[config.mk]
export PLATFORM = sky130hd
export DESIGN_NAME = crossbar_rr
export DESIGN_NICKNAME = d
export VERILOG_FILES = /design/src/rtl/crossbar_pkg.sv /design/src/rtl/rr_arbiter.sv /design/src/rtl/crossbar_rr.sv
export SDC_FILE = /design/constraint.sdc
export NUM_CORES = 1
export LEC_CHECK = 0
export CORE_AREA = 5 5 310 312
export CTS_BUF_LIST = sky130_fd_sc_hd__clkbuf_4
export DETAILED_ROUTE_END_ITERATION = 8
export DIE_AREA = 0 0 315 317
export DONT_BUFFER_PORTS = 1
export PLACE_DENSITY = 0.35
export SKIP_CTS_REPAIR_TIMING = 1
export SLEW_MARGIN = 15
export SYNTH_ARGS = -nofsm -noshare
export SYNTH_HDL_FRONTEND = slang
export SYNTH_SLANG_ARGS = --single-unit
[constraint.sdc]
create_clock -name clk -period 10.9 [get_ports clk]
set_input_delay 1.09 -clock clk [delete_from_list [all_inputs] [get_ports clk]]
set_output_delay 1.09 -clock clk [all_outputs]
set_load 0.05 [all_outputs]
[src/rtl/crossbar_pkg.sv]
// crossbar_pkg: shared command encodings, grant-state type and the
// address-to-slave decode used by the crossbar_rr interconnect.
package crossbar_pkg;

  localparam logic CMD_READ  = 1'b0;
  localparam logic CMD_WRITE = 1'b1;

  typedef enum logic {
    IDLE  = 1'b0,
    GRANT = 1'b1
  } grant_state_t;

  // Slave select is the top sel_w bits of an addr_w-bit address. The address
  // is passed zero-extended to 64 bits so one function serves every width.
  function automatic logic [3:0] sel_of(input logic [63:0] addr,
                                        input int addr_w,
                                        input int sel_w);
    logic [63:0] shifted;
    shifted = addr >> (addr_w - sel_w);
    return shifted[3:0] & 4'((1 << sel_w) - 1);
  endfunction

endpackage

[src/rtl/rr_arbiter.sv]
// rr_arbiter: N-way arbiter returning a one-hot grant and its binary index.
// Round-robin from a rotating pointer, or fixed priority (lowest index wins,
// no pointer) when FIXED_PRIO is set. The pointer moves past the current
// winner when 'advance' is pulsed.
module rr_arbiter #(
  parameter int N          = 4,
  parameter bit FIXED_PRIO = 1'b0,
  localparam int IW        = (N > 1) ? $clog2(N) : 1
) (
  input  logic          clk,
  input  logic          reset,
  input  logic [N-1:0]  req,
  input  logic          advance,
  output logic [N-1:0]  grant,
  output logic [IW-1:0] idx
);

  logic [IW-1:0] base;
  logic          found;
  int            c;

  generate
    if (FIXED_PRIO) begin : g_fixed
      logic unused_fixed;
      assign unused_fixed = ^{clk, reset, advance};
      assign base = '0;
    end else begin : g_rr
      logic [IW-1:0] ptr_reg;

      // Rotate the search start to just past the master that was served
      always_ff @(posedge clk or negedge reset) begin
        if (!reset) begin
          ptr_reg <= '0;
        end else if (advance) begin
          ptr_reg <= (idx == IW'(N - 1)) ? '0 : idx + 1'b1;
        end
      end

      assign base = ptr_reg;
    end
  endgenerate

  // First requester found scanning upward from base, wrapping at N
  always_comb begin
    grant = '0;
    idx   = '0;
    found = 1'b0;
    c     = 0;
    for (int k = 0; k < N; k++) begin
      c = int'(base) + k;
      if (c >= N) c = c - N;
      if (!found && req[c]) begin
        found    = 1'b1;
        grant[c] = 1'b1;
        idx      = IW'(c);
      end
    end
  end

endmodule

[src/rtl/crossbar_rr.sv]
// crossbar_rr: N_MASTERS x N_SLAVES request/ack/resp interconnect with one
// arbiter and grant FSM per slave, so distinct slaves serve distinct masters
// concurrently. Read responses return through a per-slave in-order queue of
// master IDs. Each master may have at most one read outstanding.
// Build option: define CROSSBAR_FIXED_PRIO_EN to make every slave arbiter
// fixed priority (lowest master index wins) instead of round-robin.
module crossbar_rr
  import crossbar_pkg::*;
#(
  parameter int N_MASTERS = 4,
  parameter int N_SLAVES  = 4,
  parameter int ADDR_W    = 32,
  parameter int DATA_W    = 32,
  parameter int SEL_W     = $clog2(N_SLAVES)
) (
  input  logic                          clk,
  input  logic                          reset,
  input  logic [N_MASTERS-1:0]          m_req,
  input  logic [N_MASTERS-1:0]          m_cmd,
  input  logic [N_MASTERS*ADDR_W-1:0]   m_addr,
  input  logic [N_MASTERS*DATA_W-1:0]   m_wdata,
  output logic [N_MASTERS-1:0]          m_ack,
  output logic [N_MASTERS-1:0]          m_resp,
  output logic [N_MASTERS*DATA_W-1:0]   m_rdata,
  output logic [N_SLAVES-1:0]           s_req,
  output logic [N_SLAVES-1:0]           s_cmd,
  output logic [N_SLAVES*ADDR_W-1:0]    s_addr,
  output logic [N_SLAVES*DATA_W-1:0]    s_wdata,
  input  logic [N_SLAVES-1:0]           s_ack,
  input  logic [N_SLAVES-1:0]           s_resp,
  input  logic [N_SLAVES*DATA_W-1:0]    s_rdata
);

`ifdef CROSSBAR_FIXED_PRIO_EN
  localparam bit FIXED_PRIO = 1'b1;
`else
  localparam bit FIXED_PRIO = 1'b0;
`endif

  localparam int MIDW = (N_MASTERS > 1) ? $clog2(N_MASTERS) : 1;
  localparam int CNTW = $clog2(N_MASTERS + 1);

  logic [SEL_W-1:0]              m_sel [N_MASTERS];
  logic [N_MASTERS-1:0]          rd_pending_reg;
  logic [N_MASTERS-1:0]          rd_blocked;
  logic [N_MASTERS-1:0]          ack_raw;
  logic [N_MASTERS-1:0]          rd_ack;
  logic [N_MASTERS-1:0]          resp_raw;
  logic [N_MASTERS*DATA_W-1:0]   rdata_raw;

  logic [N_SLAVES-1:0]           fire;
  logic [N_SLAVES-1:0]           push_vec;
  logic [N_SLAVES-1:0]           resp_hit;
  logic [N_SLAVES-1:0]           resp_orphan;
  logic [MIDW-1:0]               winner [N_SLAVES];
  logic [MIDW-1:0]               head   [N_SLAVES];
  logic [4:0]                    orphan_cnt;
  logic [15:0]                   resp_err_cnt_reg;

  genvar gi;

  generate
    for (gi = 0; gi < N_MASTERS; gi++) begin : g_decode
      assign m_sel[gi] = SEL_W'(sel_of(64'(m_addr[gi*ADDR_W +: ADDR_W]), ADDR_W, SEL_W));
    end
  endgenerate

  // A response delivered this cycle already frees its master, so the next
  // read can be registered at the same edge and reach the slave a cycle later
  assign rd_blocked = rd_pending_reg & ~resp_raw;

  generate
    for (gi = 0; gi < N_SLAVES; gi++) begin : g_slave
      grant_state_t         state_reg;
      logic [MIDW-1:0]      winner_reg;
      logic [N_MASTERS-1:0] elig;
      logic [N_MASTERS-1:0] arb_req;
      logic [N_MASTERS-1:0] arb_grant;
      logic [MIDW-1:0]      arb_idx;
      logic                 live;
      logic [MIDW-1:0]      q_mem [N_MASTERS];
      logic [MIDW-1:0]      rd_ptr_reg;
      logic [MIDW-1:0]      wr_ptr_reg;
      logic [CNTW-1:0]      count_reg;

      // Masters requesting this slave that have no read in flight
      always_comb begin
        elig = '0;
        for (int i = 0; i < N_MASTERS; i++) begin
          elig[i] = m_req[i] && (m_sel[i] == SEL_W'(gi)) && !rd_blocked[i];
        end
      end

      // While granted, present only the winner so the arbiter index (and the
      // pointer update on ack) refers to the master actually being served
      assign arb_req = (state_reg == GRANT) ? (N_MASTERS'(1) << winner_reg) : elig;

      rr_arbiter #(
        .N          (N_MASTERS),
        .FIXED_PRIO (FIXED_PRIO)
      ) u_arb (
        .clk     (clk),
        .reset   (reset),
        .req     (arb_req),
        .advance (fire[gi]),
        .grant   (arb_grant),
        .idx     (arb_idx)
      );

      assign live        = (state_reg == GRANT) && m_req[winner_reg];
      assign fire[gi]    = live && s_ack[gi];
      assign winner[gi]  = winner_reg;
      assign push_vec[gi] = fire[gi] && (m_cmd[winner_reg] == CMD_READ);

      // Grant FSM: latch a winner, hold until ack or until the master withdraws
      always_ff @(posedge clk or negedge reset) begin
        if (!reset) begin
          state_reg  <= IDLE;
          winner_reg <= '0;
        end else begin
          case (state_reg)
            IDLE: begin
              if (|arb_grant) begin
                state_reg  <= GRANT;
                winner_reg <= arb_idx;
              end
            end
            GRANT: begin
              if (!live || s_ack[gi]) state_reg <= IDLE;
            end
          endcase
        end
      end

      assign s_req[gi] = reset & live;
      assign s_cmd[gi] = reset & live & m_cmd[winner_reg];
      assign s_addr[gi*ADDR_W +: ADDR_W] =
        (reset && live) ? m_addr[winner_reg*ADDR_W +: ADDR_W] : '0;
      assign s_wdata[gi*DATA_W +: DATA_W] =
        (reset && live) ? m_wdata[winner_reg*DATA_W +: DATA_W] : '0;

      // Response routing queue; with one read per master it never overflows
      assign resp_hit[gi]    = s_resp[gi] && (count_reg != '0);
      assign resp_orphan[gi] = s_resp[gi] && (count_reg == '0);
      assign head[gi]        = q_mem[rd_ptr_reg];

      // Queue storage: record which master each accepted read belongs to
      always_ff @(posedge clk) begin
        if (push_vec[gi]) q_mem[wr_ptr_reg] <= winner_reg;
      end

      // Queue pointers and occupancy; push and pop together leave count as is
      always_ff @(posedge clk or negedge reset) begin
        if (!reset) begin
          rd_ptr_reg <= '0;
          wr_ptr_reg <= '0;
          count_reg  <= '0;
        end else begin
          if (push_vec[gi]) begin
            wr_ptr_reg <= (wr_ptr_reg == MIDW'(N_MASTERS - 1)) ? '0 : wr_ptr_reg + 1'b1;
          end
          if (resp_hit[gi]) begin
            rd_ptr_reg <= (rd_ptr_reg == MIDW'(N_MASTERS - 1)) ? '0 : rd_ptr_reg + 1'b1;
          end
          case ({push_vec[gi], resp_hit[gi]})
            2'b10:   count_reg <= count_reg + 1'b1;
            2'b01:   count_reg <= count_reg - 1'b1;
            default: count_reg <= count_reg;
          endcase
        end
      end
    end
  endgenerate

  // Fold per-slave acks and responses back onto the master side
  always_comb begin
    ack_raw    = '0;
    rd_ack     = '0;
    resp_raw   = '0;
    rdata_raw  = '0;
    orphan_cnt = '0;
    for (int j = 0; j < N_SLAVES; j++) begin
      if (fire[j])     ack_raw[winner[j]] = 1'b1;
      if (push_vec[j]) rd_ack[winner[j]]  = 1'b1;
      if (resp_hit[j]) begin
        resp_raw[head[j]] = 1'b1;
        rdata_raw[head[j]*DATA_W +: DATA_W] = s_rdata[j*DATA_W +: DATA_W];
      end
      if (resp_orphan[j]) orphan_cnt = orphan_cnt + 5'd1;
    end
  end

  // One-outstanding-read tracking per master
  always_ff @(posedge clk or negedge reset) begin
    if (!reset) begin
      rd_pending_reg <= '0;
    end else begin
      rd_pending_reg <= (rd_pending_reg & ~resp_raw) | rd_ack;
    end
  end

  // Count responses that arrive with no read outstanding at that slave
  always_ff @(posedge clk or negedge reset) begin
    if (!reset) begin
      resp_err_cnt_reg <= '0;
    end else begin
      resp_err_cnt_reg <= resp_err_cnt_reg + 16'(orphan_cnt);
    end
  end

  assign m_ack   = ack_raw & {N_MASTERS{reset}};
  assign m_resp  = resp_raw & {N_MASTERS{reset}};
  assign m_rdata = reset ? rdata_raw : '0;

endmodule

* After elaboration in Yosys (flattened, before gate mapping)
Memories as Yosys holds them, arrays and structs flattened.
Cells that the tools add are included.
** Word-level totals
- Memories kept :: 4
- Bits in read-only memories :: 0
- Output and inout bits :: 400
- RAM bits :: 32
- Bits in latches :: 0
- Flip-flop bits (word level) :: 52
- Logic and storage cells :: 612
- Bits of input ports :: 402
** Operators by class
- Add/subtract/negate cells :: 52
- Divide/modulo/power cells :: 0
- Multipliers :: 0
- Equal/unequal tests :: 32
- Reduce and logical (&&, ||, !) cells :: 132
- Magnitude comparators :: 64
- Bitwise logic cells :: 43
- Shift-type cells :: 20
- Muxes and demuxes :: 240
** Memory list
- g_slave[0].q_mem :: depth 4, width 2, read ports 1, clocked after memory_dff 0, write ports 1, line crossbar_rr.sv:81 : logic [MIDW-1:0] q_mem [N_MASTERS];
- g_slave[1].q_mem :: depth 4, width 2, read ports 1, clocked after memory_dff 0, write ports 1, line crossbar_rr.sv:81
- g_slave[2].q_mem :: depth 4, width 2, read ports 1, clocked after memory_dff 0, write ports 1, line crossbar_rr.sv:81
- g_slave[3].q_mem :: depth 4, width 2, read ports 1, clocked after memory_dff 0, write ports 1, line crossbar_rr.sv:81
** Operator list (number)
- variable part select 128 x 8 -> 32 bit :: 8
- two-way mux 32 bit :: 24
- two-way mux 128 bit :: 5
- greater-or-equal comparator 32 x 1 -> 1 bit, second input constant :: 16
- < comparator 32 x 4 -> 1 bit, second input constant :: 16
- variable shift 32 x 34 -> 128 bit, first input constant :: 4
- variable part select 32 x 34 -> 128 bit :: 4
- bitwise mux 128 bit :: 3
- greater-or-equal comparator 32 x 4 -> 1 bit, second input constant :: 12
- subtractor 32 x 4 -> 32 bit, second input constant :: 12
- negation 7 -> 34 bit :: 4
- bitwise AND 128 bit :: 1
- two-way mux 4 bit :: 32
- two-way mux 1 bit :: 92
- logical AND 1 bit :: 88
- OR 4 bit :: 22
- two-way mux 2 bit :: 28
- binary-select mux 1 bit (select 2 bit) :: 24
- demux 1 bit (select 2 bit) :: 24
- equality test 2 bit, second input constant :: 24
- adder 2 x 1 -> 2 bit, second input constant :: 12
- adder 2 x 2 -> 3 bit, second input constant :: 8
- < comparator 2 x 3 -> 1 bit, second input constant :: 8
- case mux 3 bit (2 select lines) :: 4
- other kinds (20) :: 108

* Depth between registers and ports, before layout
An unclocked memory read counts as a cell.
- Word-level depth :: 33
- Depth in mapped cells :: 13
- Gate-level depth less buffers :: 12

* Hierarchy
A second synthesis with hierarchy kept.
** Unflattened totals
- Cell total of the unflattened synthesis :: 1862
- Area total of the unflattened synthesis :: 19271.0 um2
** By module, submodules not included
- crossbar_rr :: area each 16973.8 um2, seq. area each 2062.0 um2, cells each 1609, times used 1
- rr_arbiter at g_slave[0].u_arb ... :: area each 566.8 um2, seq. area each 50.0 um2, cells each 63, times used 3
- rr_arbiter at g_slave[3].u_arb :: area each 596.8 um2, seq. area each 50.0 um2, cells each 64, times used 1

* Least setup slack after synthesis
No wires, ideal clock.
- Path kind :: flip-flop to output port
- Start point :: register g_slave[0].rd_ptr_reg[0]
- End point :: output m_rdata[66]
- Data required time :: 9.810 ns
- Setup slack :: 6.293 ns
- Cell stages (with the launch flop) :: 11
- Arrival :: 3.517 ns
- Cells stage by stage :: dfrtp_1 -> mux4_2 -> inv_1 -> ha_1 -> o311ai_1 -> a2111oi_0 -> clkbuf_1 -> a22oi_1 -> o21ai_0 -> a22oi_1 -> nor2b_1
** Between the ends
- Word-level cells in the longest chain between the ends :: 12
- Elaborated cells between the ends (all ways) :: 13
- Classes of those cells :: 1 x add/sub; 2 x shift; 8 x mux; 1 x bitwise; 1 x memory
** RTL lines
- start, declared :: line crossbar_rr.sv:82 : logic [MIDW-1:0] rd_ptr_reg;
- start signal, assigned :: line crossbar_rr.sv:163 : rd_ptr_reg <= (rd_ptr_reg == MIDW'(N_MASTERS - 1)) ? '0 : rd_ptr_reg + 1'b1;
- memory (4 x 2 bit) *
- negation 7 -> 34 bit * :: line crossbar_rr.sv:187 : rdata_raw[head[j]*DATA_W +: DATA_W] = s_rdata[j*DATA_W +: DATA_W];
- variable part select 32 x 34 -> 128 bit / variable shift 32 x 34 -> 128 bit (equally long branches) :: line crossbar_rr.sv:187
- bitwise AND 128 bit (no source line) *
- two-way mux 128 bit * :: line crossbar_rr.sv:185 : if (resp_hit[j]) begin
- bitwise mux 128 bit :: line crossbar_rr.sv:187
- two-way mux 128 bit * :: line crossbar_rr.sv:185
- bitwise mux 128 bit :: line crossbar_rr.sv:187
- two-way mux 128 bit * :: line crossbar_rr.sv:185
- bitwise mux 128 bit :: line crossbar_rr.sv:187
- two-way mux 128 bit * :: line crossbar_rr.sv:185
- two-way mux 128 bit * :: line crossbar_rr.sv:213 : assign m_rdata = reset ? rdata_raw : '0;
- end, declared :: line crossbar_rr.sv:24 : output logic [N_MASTERS*DATA_W-1:0] m_rdata,
Mark *: on every way between the ends. The rest lies on a longest branch, timed or not.

* Final worst setup path
- Start point :: register g_slave[1].rd_ptr_reg[0]
- End point :: output m_rdata[22]
** Between the ends
- Word-level cells in the longest chain between the ends :: 10
- Elaborated cells between the ends (all ways) :: 11
- Classes of those cells :: 1 x add/sub; 2 x shift; 7 x mux; 1 x memory
** RTL lines (line)
- start, declared :: crossbar_rr.sv:82
- start signal, assigned :: crossbar_rr.sv:163
- memory (4 x 2 bit) *
- negation 7 -> 34 bit * :: crossbar_rr.sv:187
- variable part select 32 x 34 -> 128 bit / variable shift 32 x 34 -> 128 bit (equally long branches) :: crossbar_rr.sv:187
- bitwise mux 128 bit * :: crossbar_rr.sv:187
- two-way mux 128 bit * :: crossbar_rr.sv:185
- bitwise mux 128 bit :: crossbar_rr.sv:187
- two-way mux 128 bit * :: crossbar_rr.sv:185
- bitwise mux 128 bit :: crossbar_rr.sv:187
- two-way mux 128 bit * :: crossbar_rr.sv:185
- two-way mux 128 bit * :: crossbar_rr.sv:213
Marks and branches as above.

==> summary.md <==
| Metric | Value |
|---|---|
| Outcome | finished with violations |
| Failing checks | slew limit |
| Placed cell count | 3099 |
| # clock sinks | 84 |
| Routed WL | 105000 microns |
| Final GP Congestion | 0.916 |
| Total via count in the routed design | 18400 |
| Die height | ~320 microns |
| Max reg flops | 32 |
| Min Tclk post-route | 5.63 ns |
| CP Buf/Inv Count | 1 |
| Main synth FF type | dfrtp_1 |
| First-pass GRT wire length | 145000 microns |
| Post-synth EDFFs | 32 |
| Final Skew | about 0.030 ns |
| Wire per inst | between 30 and 40 microns |
| Final Hold Vio Count | 0 |
| Non-filler instance count after layout | 3118 |
| Initial DRC Count | 1814 |
| Async SR Flop Fraction | 61.9% |
| Setup TNS | 0 ns |
| Most common cell after layout, fill and taps aside | mux4_2 |
| Largest net degree at the start of global routing | about 450 |
| Worst setup SP type | register |
| Core area | 92800 sq um |
| Worst setup EP type | output port |
| Setup Crit Path Kind | register to output port |
| H-Tree Depth | 3 |
| DR DRC count | 0 |
| Number of I/O port buffers | 0 |
| Post-DP HPWL | between 70000 and 80000 microns |
| Max FO, Critical Path | 32 |
| Max Clk Rate | 178 MHz |
| CP required | 9.81 ns |
| Lkg Pwr | 6.85 nW |
| RSZ-0062 raised after global routing | no |
| TritonCTS clock tree | done |
| # setup viols final | 0 |
| CP arrival | 4.54 ns |
| Most frequent cells in the layout | mux4_2 (274), and3_1 (269), a22oi_1 (267) |
| Worst hold path class | input pin to async pin |
| Area of the mapped netlist | 18900 sq um |
| Crit path max-delay family | simple AND/OR/NAND/NOR gates |
| Most frequent CP cell | a22oi_1 |
| Worst slew margin | -4.91% |
| Die area | 99900 sq um |
| # Max-Cap Violations | 0 |
| Num rows | between 100 and 150 |
| CTS max path bufs | 2 |
| CP Cell Sequence | mux4_2 > inv_1 > ha_1 > nand4b_1 > nor2_4 > a22oi_1 > o21ai_0 > a22oi_1 > nor2b_1 |
| Yosys warnings | 0 |
| Mean Syn Cell Area | 9.27 sq um |
| Max stage delay on crit path | 0.82 ns |
| Cts bufs inserted | 9 |
| Initial antenna violation count | 1 |
| Initial core utilization | 20.3% |
| Overflow after GRT | 0 |
| # nets final | 2350 |
| Max Slew Vio Count | 79 |
| Final period util | 51.6% |
| Mapped Cells | 2037 |
| Sequential area share after synthesis | a little under an eighth |
| Peak VDD IR | 0.0000826 V |
| Share of final-layout standard cells stronger than drive strength 1 | 21.1% |
| # IOs | 802 |
| Number of iterations in the first detailed-routing pass | 6 |
| Slowest-stage cell, CP | nor2_4 |
| Slew @ Worst Pin | 1.57 ns |
| Post-synth net total | 2531 |
| Clock-pin slew on the worst setup and hold paths | 0.16 ns |
| Clk root buf | clkbuf_4 |
| PD cells | 200 nW/um^2 |
| Area Growth Syn to Fin | 6.75% |
| Vias in the first global route | 18400 |
| Vias per cell | 5.91 |
| Antenna Nets Post-Route | 0 |
| Yosys cell types | 78 |
| Clock latency on the worst-skew pair | around 0.52 ns |
| Chip Width | 315 microns |
| Yosys reg bits | 84 |
| GRT Total Usage | 19.5% |
[final cells by class]
class / count / area, sq um
Fill cell: 10200 / 72600
Multi-Input combinational cell: 1662 / 15600
Sequential cell: 84 / 2290
Tap cell: 1254 / 1570
Timing Repair Buffer: 40 / 300
Inverter: 59 / 224
Clock inverter: 7 / 105
Clock buffer: 9 / 67.6
Antenna cell: 3 / 7.51
[power breakdown]
part / leakage, nW / total, W / internal, W / switching (W)
sequential: 0.924 / 0.000727 / 0.000432 / 0.000295
clock: 0.0895 / 0.000238 / 0.0000969 / 0.000141
combinational: 5.84 / 0.00306 / 0.00107 / 0.00199
total: 6.85 / 0.00402 / 0.00160 / 0.00242
[Yosys cell counts (all sizes together), types with 5 or more instances]
cell / instances / share of area, %
o211ai: 8 / 0.32
and4b: 6 / 0.32
ha: 88 / 5.8
a21oi: 20 / 0.55
buf: 27 / 0.54
mux2: 22 / 1.3
and3: 269 / 8.9
dfrtp: 52 / 6.9
o31a: 7 / 0.32
edfxtp: 32 / 5.1
mux2i: 7 / 0.37
o311a: 7 / 0.37
nor4: 11 / 0.36
a31oi: 5 / 0.17
nor2: 33 / 0.66
a22oi: 269 / 11
o21ai: 152 / 4.0
a21o: 7 / 0.28
nand2: 185 / 3.7
nand3: 13 / 0.34
mux4: 274 / 33
nor3: 18 / 0.50
and2: 24 / 0.80
o311ai: 7 / 0.36
nor2b: 139 / 4.6
inv: 57 / 1.1
xor2: 8 / 0.37
or3: 5 / 0.17
clkbuf: 205 / 4.1
[per-layer routing]
layer  vias up  routed length [microns]  track usage (%)
met5         -                        0                0
met4         0                     5480             8.48
met3       175                    10800             6.94
met2      1106                    52100             34.3
met1      9457                    36300             21.4
li1       7698                        -                -
[metrics by stage]
stage / setup WS [ns] / power, W / hold slack [ns] / utilization [%] / instance area, sq um
2_1_floorplan: 6.29 / 0.00303 / 0.474 / - / 18900
6_report: 5.27 / 0.00402 / 0.278 / 21.7 / 20200
3_3_place_gp: 5.95 / 0.00379 / 0.524 / 21.5 / 20000
5_1_grt: 5.00 / 0.00429 / 0.226 / 21.7 / 20100
4_1_cts: 5.24 / 0.00406 / 0.225 / 21.7 / 20100
3_5_place_dp: 5.84 / 0.00381 / 0.538 / 21.5 / 20000
[logic make-up after synthesis]
| kind of cell | Yosys count | share of synthesized area (%) |
|---|---|---|
| flip-flops | 84 | 12.0 |
| multiplexers | 303 | 34.4 |
| adder cells (fa/ha/maj) | 92 | 6.26 |
| XOR/XNOR | 12 | 0.557 |
| buffers and inverters | 291 | 5.81 |
| AO/OA/AOI/OAI | 526 | 19.5 |
| AND/OR/NAND/NOR | 729 | 21.5 |
[path summary, 6_finish.rpt]
kind / start / endpoint / slack [ns] / depth (start not counted)
max: g_slave[1].rd_ptr_reg[0] / m_rdata[22] / 5.27 / 9
max in group asynchronous: reset / g_slave[2].wr_ptr_reg[1] / 10.02 / 0
max reg2reg: g_slave[3].rd_ptr_reg[0] / g_slave[3].winner_reg[1] / 6.58 / 10
min in group clk: g_slave[3].count_reg[2] / g_slave[3].count_reg[2] / 0.56 / 1
min: reset / g_slave[0].u_arb.base[1] / 0.28 / 0
min reg2reg: g_slave[3].count_reg[2] / g_slave[3].count_reg[2] / 0.56 / 1
No activity file was read; power rests on OpenSTA's default activity.
